## config.mk

```make
export PLATFORM = sky130hd
export DESIGN_NAME = wb_burst_master
export DESIGN_NICKNAME = d
export VERILOG_FILES = /design/src/rtl/wb_burst_master.sv
export SDC_FILE = /design/constraint.sdc
export NUM_CORES = 1
export LEC_CHECK = 0
export ABC_AREA = 1
export CORE_UTILIZATION = 46
export DETAILED_ROUTE_END_ITERATION = 12
export PLACE_DENSITY_LB_ADDON = 0.1
export SETUP_SLACK_MARGIN = 0.3
export SLEW_MARGIN = 10
export SYNTH_ARGS = -nofsm -noshare
export SYNTH_HDL_FRONTEND = slang
export SYNTH_SLANG_ARGS = --single-unit
```

## constraint.sdc

```tcl
create_clock -name wb_clk_i -period 6.6 [get_ports wb_clk_i]
set_clock_uncertainty 0.2 [all_clocks]
set_input_delay 1.65 -clock wb_clk_i [delete_from_list [all_inputs] [get_ports wb_clk_i]]
set_output_delay 1.65 -clock wb_clk_i [all_outputs]
set_load 0.1 [all_outputs]
```

## src/rtl/wb_burst_master.sv

```systemverilog
// Wishbone classic-cycle burst initiator: one beat per word, streamed write
// data in, read data out, clean abort when a slave stops answering.
module wb_burst_master #(
    parameter int unsigned LEN_W   = 8,
    parameter int unsigned TIMEOUT = 16
) (
    input  logic             wb_clk_i,
    input  logic             wb_rst_i,
    input  logic             cmd_valid_i,
    output logic             cmd_ready_o,
    input  logic             cmd_we_i,
    input  logic [31:0]      cmd_adr_i,
    input  logic [LEN_W-1:0] cmd_len_i,
    input  logic [3:0]       cmd_sel_i,
    input  logic             wdat_valid_i,
    output logic             wdat_ready_o,
    input  logic [31:0]      wdat_i,
    output logic             rdat_valid_o,
    output logic [31:0]      rdat_o,
    output logic             done_o,
    output logic             err_o,
    output logic             busy_o,
    output logic             wbm_cyc_o,
    output logic             wbm_stb_o,
    output logic             wbm_we_o,
    output logic [3:0]       wbm_sel_o,
    output logic [31:0]      wbm_adr_o,
    output logic [31:0]      wbm_dat_o,
    input  logic             wbm_ack_i,
    input  logic [31:0]      wbm_dat_i
);

    localparam int unsigned REM_W = LEN_W + 1;
    localparam int unsigned TMO_W = $clog2(TIMEOUT);

    typedef enum logic [2:0] {
        IDLE,
        LOAD,
        ACTIVE,
        GAP,
        FINISH
    } state_t;

    state_t             state_q, state_d;
    logic               we_q, we_d;
    logic [3:0]         sel_q, sel_d;
    logic [31:0]        adr_q, adr_d;
    logic [31:0]        dat_q, dat_d;
    logic [REM_W-1:0]   rem_q, rem_d;
    logic [TMO_W-1:0]   tmo_q, tmo_d;
    logic               started_q, started_d;
    logic [31:0]        rdat_q, rdat_d;
    logic               rdat_valid_q, rdat_valid_d;
    logic               err_q, err_d;
    logic               done_q, done_d;
    logic               cmd_ready_q, cmd_ready_d;
    logic               wdat_ready_q, wdat_ready_d;
    logic               cyc_q, cyc_d;
    logic               stb_q, stb_d;
    logic               busy_q, busy_d;

    // Low address bits are dropped: the bus is word-addressed.
    logic unused_adr_lsb;
    assign unused_adr_lsb = ^cmd_adr_i[1:0];

    // Next-state, datapath and registered-output decode.
    always_comb begin
        state_d      = state_q;
        we_d         = we_q;
        sel_d        = sel_q;
        adr_d        = adr_q;
        dat_d        = dat_q;
        rem_d        = rem_q;
        tmo_d        = tmo_q;
        started_d    = started_q;
        rdat_d       = rdat_q;
        rdat_valid_d = 1'b0;
        err_d        = 1'b0;

        case (state_q)
            IDLE: begin
                if (cmd_valid_i) begin
                    we_d      = cmd_we_i;
                    sel_d     = cmd_sel_i;
                    adr_d     = {cmd_adr_i[31:2], 2'b00};
                    rem_d     = (cmd_len_i == '0) ? (REM_W'(1) << LEN_W)
                                                  : {1'b0, cmd_len_i};
                    tmo_d     = '0;
                    started_d = 1'b0;
                    state_d   = cmd_we_i ? LOAD : ACTIVE;
                end
            end
            LOAD: begin
                if (wdat_valid_i) begin
                    dat_d   = wdat_i;
                    tmo_d   = '0;
                    state_d = ACTIVE;
                end
            end
            ACTIVE: begin
                if (wbm_ack_i) begin
                    started_d = 1'b1;
                    rem_d     = rem_q - REM_W'(1);
                    if (!we_q) begin
                        rdat_d       = wbm_dat_i;
                        rdat_valid_d = 1'b1;
                    end
                    if (rem_q == REM_W'(1)) begin
                        state_d = FINISH;
                    end else begin
                        adr_d   = adr_q + 32'd4;
                        state_d = GAP;
                    end
                end else if (tmo_q == TMO_W'(TIMEOUT - 1)) begin
                    err_d   = 1'b1;
                    state_d = FINISH;
                end else begin
                    tmo_d = tmo_q + TMO_W'(1);
                end
            end
            GAP: begin
                tmo_d   = '0;
                state_d = we_q ? LOAD : ACTIVE;
            end
            FINISH: begin
                we_d    = 1'b0;
                sel_d   = 4'h0;
                state_d = IDLE;
            end
            default: state_d = IDLE;
        endcase

        cmd_ready_d  = (state_d == IDLE);
        busy_d       = (state_d != IDLE);
        wdat_ready_d = (state_d == LOAD);
        stb_d        = (state_d == ACTIVE);
        cyc_d        = (state_d == ACTIVE) || (state_d == GAP) ||
                       ((state_d == LOAD) && started_d);
        done_d       = (state_d == FINISH);
    end

    // State and output registers; reset drops the bus cycle at once.
    always_ff @(posedge wb_clk_i or posedge wb_rst_i) begin
        if (wb_rst_i) begin
            state_q      <= IDLE;
            we_q         <= 1'b0;
            sel_q        <= 4'h0;
            adr_q        <= 32'h0;
            dat_q        <= 32'h0;
            rem_q        <= '0;
            tmo_q        <= '0;
            started_q    <= 1'b0;
            rdat_q       <= 32'h0;
            rdat_valid_q <= 1'b0;
            err_q        <= 1'b0;
            done_q       <= 1'b0;
            cmd_ready_q  <= 1'b1;
            wdat_ready_q <= 1'b0;
            cyc_q        <= 1'b0;
            stb_q        <= 1'b0;
            busy_q       <= 1'b0;
        end else begin
            state_q      <= state_d;
            we_q         <= we_d;
            sel_q        <= sel_d;
            adr_q        <= adr_d;
            dat_q        <= dat_d;
            rem_q        <= rem_d;
            tmo_q        <= tmo_d;
            started_q    <= started_d;
            rdat_q       <= rdat_d;
            rdat_valid_q <= rdat_valid_d;
            err_q        <= err_d;
            done_q       <= done_d;
            cmd_ready_q  <= cmd_ready_d;
            wdat_ready_q <= wdat_ready_d;
            cyc_q        <= cyc_d;
            stb_q        <= stb_d;
            busy_q       <= busy_d;
        end
    end

    assign cmd_ready_o  = cmd_ready_q;
    assign wdat_ready_o = wdat_ready_q;
    assign rdat_valid_o = rdat_valid_q;
    assign rdat_o       = rdat_q;
    assign done_o       = done_q;
    assign err_o        = err_q;
    assign busy_o       = busy_q;
    assign wbm_cyc_o    = cyc_q;
    assign wbm_stb_o    = stb_q;
    assign wbm_we_o     = we_q;
    assign wbm_sel_o    = sel_q;
    assign wbm_adr_o    = adr_q;
    assign wbm_dat_o    = dat_q;

endmodule

```

==> results.sh <==
export IMPL_status="completed"
export IMPL_worst_hold_startpoint="rdat_o[28]"
export IMPL_core_rowCount=42
export IMPL_dieArea_um2=14600
export IMPL_setup_violations=0
export IMPL_place_congestion=0.903
export IMPL_post_route_util=0.685
export IMPL_cp_start_kind="flop"
export IMPL_end_kind="primary output"
export IMPL_drt_iter0_drc=637
export IMPL_grt_pass1_wl_mm=27.8
export IMPL_holdPathStages=2
export IMPL_wl_mm=17.1
export IMPL_yosysTopAreaCell="dfrtp_1"
export IMPL_cts_path_max_buffers=2
export IMPL_io_pins=223
export IMPL_max_stage_delay_ns=1.19
export IMPL_cp_top_family="buffers and inverters"
export IMPL_path_buf_inv=1
export IMPL_cts_tree="yes"
export IMPL_io_buffers=218
export IMPL_cts_buffers=17
export IMPL_worst_pin_slew_ns=1.05
export IMPL_vias=5857
export IMPL_initial_core_util=0.480
export IMPL_die_x_um=121
export IMPL_rsz0062_at_grt="no"
export IMPL_core_area_um2=13500
export IMPL_clk_pin_slew_ns=0.06
export IMPL_antenna_found_initial=0
export IMPL_clk_latency_ns=0.41
export IMPL_detail_route_antenna_nets=0
export IMPL_drive_gt1_frac=0.0979
export IMPL_yosysUniqueCellTypes=42
export IMPL_holdWs_ns=0.268
export IMPL_seqCellArea_um2=3100
export IMPL_syn_area_um2=6480
export IMPL_multiInputGateArea_um2=2900
export IMPL_drtPass1Iterations=6
export IMPL_reg2reg_from="state_q[0]"
export IMPL_routedWlPerCell_um=14.1
export IMPL_reg2reg_depth=8
export IMPL_maxSlewViolCount=0
export IMPL_nNetsFinal=1137
export IMPL_fillers=1130
export IMPL_synth_top_area_frac=0.475
export IMPL_async_reset_ff_frac=1.00
export IMPL_path_cells="clkdlybuf4s50_1"
export IMPL_cts_hold_fix_buffers=0
export IMPL_grt_pass1_vias=5427
export IMPL_yosysSeqAreaShare=0.479
export IMPL_r2r_end="rdat_o[6]"
export IMPL_clockRootBuffer="clkbuf_16"
export IMPL_postCtsSetupBuffers=0
export IMPL_area_growth_pct=42.8
export IMPL_fin_crit_sh=0.597
export IMPL_synthTopCellsByCount="nand2_1 (298), dfrtp_1 (123), nor2_1 (114)"
export IMPL_cts_resized=0
export IMPL_ys_ff_latch=124
export IMPL_grt_max_degree=72
export IMPL_final_setup_tns_ns=0
export IMPL_die_h_um=121
export IMPL_netlist_instances=805
export IMPL_avgViaCountPerCell=4.85
export IMPL_critPathKind="flop to primary output"
export IMPL_timing_hold_violations_final=0
export IMPL_fin_crit_ns=3.94
export IMPL_dp_hpwl_mm=12.0
export IMPL_drv_cap=0
export IMPL_grtUsageTotal=0.247
export IMPL_diodes=0
export IMPL_max_clock_freq_mhz=254
export IMPL_cp_max_fo=7
export IMPL_cts_sinks=124
export IMPL_syn_mean_instance_area_um2=8.04
export IMPL_ys_flop_type="dfrtp_1"
export IMPL_slew_limit_headroom=0.298
export IMPL_arrival_ns=2.09
export IMPL_worstHoldEndpoint="rdat_o[28]"
export IMPL_min_path_type="flop to flop"
export IMPL_rrSetupSlack_ns=3.87
export IMPL_critPathRequiredTime_ns=4.75
export IMPL_yosysWarnings=0
export IMPL_synth_edf_count=0
export IMPL_synth_most_common_cell="nand2_1"
export IMPL_cpMaxStageDelayCell="clkdlybuf4s50_1"
export IMPL_overflow=0
export IMPL_cts_max_level=4
export IMPL_synth_area_top_cells="dfrtp_1 (48%), nand2_1 (17%), nor2_1 (6.6%)"
export IMPL_drc=0
-- cell usage in the layout (no fill, tap or decap), drive strengths merged --
master / instances
nand2: 302
clkdlybuf4s50: 218
dfrtp: 123
nor2: 120
inv: 62
nand3: 47
o21ai: 44
mux2: 32
clkbuf: 26
a21oi: 8
xnor2: 6
o211ai: 6
or2: 4
nand4: 4
nor3: 4
ha: 4
clkinv: 4
buf: 3
xor2: 2
o21bai: 2
conb: 2
o31ai: 1
nand3b: 1
nor4: 1
a22oi: 1
a31oi: 1
o21a: 1
clkinvlp: 1
bufinv: 1
dfstp: 1
-- cells by family (layout without fill, tap and decap cells) --
family,count (synthesis),after routing,synth area share
flip-flops,124,124,0.479
adder cells (fa/ha/maj),4,4,0.00773
other,1,2,0.000579
buffers and inverters,89,315,0.0740
XOR/XNOR,8,8,0.0108
AO/OA/AOI/OAI,64,64,0.0620
AND/OR/NAND/NOR,483,483,0.305
multiplexers,32,32,0.0603
-- how the worst max path moves through the flow --
stage / slack (ns) / end / from / cells past startpoint
CTS: 2.65 / cmd_ready_o / cmd_ready_o / 1
finish: 2.66 / wbm_adr_o[20] / wbm_adr_o[20] / 1
floorplan: 1.45 / busy_o / wb_rst_i / 1
global route: 2.58 / rdat_o[3] / wbm_ack_i / 8
global placement: 2.32 / rdat_o[28] / wbm_ack_i / 8
detailed placement: 2.33 / rdat_o[3] / wbm_ack_i / 8
-- routing by layer --
metal  wire length, um  track usage
met1              7720        0.337
met2              7950        0.389
met3              1220       0.0665
met4               168       0.0625
met5                 0            0
-- registers in the layout (all words and copies together) (netlist names) --
| signal | count |
|---|---|
| state_q | 3 |
| rdat_o | 32 |
| wdat_ready_o | 1 |
| rdat_valid_o | 1 |
| started_q | 1 |
| busy_o | 1 |
| err_o | 1 |
| wbm_sel_o | 4 |
| cmd_ready_o | 1 |
| wbm_cyc_o | 1 |
| wbm_dat_o | 32 |
| wbm_we_o | 1 |
| done_o | 1 |
| wbm_stb_o | 1 |
| rem_q | 9 |
| tmo_q | 4 |
| wbm_adr_o | 30 |
-- per-stage QoR --
stage | cells | setup WS, ns | cell area, um2
floorplan | 806 | 1.45 | 6480
global placement | 1176 | 2.32 | 8670
detailed placement | 1176 | 2.33 | 8670
CTS | 1208 | 2.65 | 9250
global route | 1208 | 2.58 | 9250
finish | 1208 | 2.66 | 9250
-- area by class of cell --
type | instances | area share
clock buffers | 26 | 0.0562
clock inverters | 6 | 0.00623
inverters | 62 | 0.0263
flip-flops and latches | 124 | 0.336
repair buffers | 221 | 0.238
well taps | 176 | 0.0238
multi-input cells | 593 | 0.313
Power is left out: the tool's default activity adds up to more than one toggle a clock period on the data nets, which glitch-free logic cannot reach.
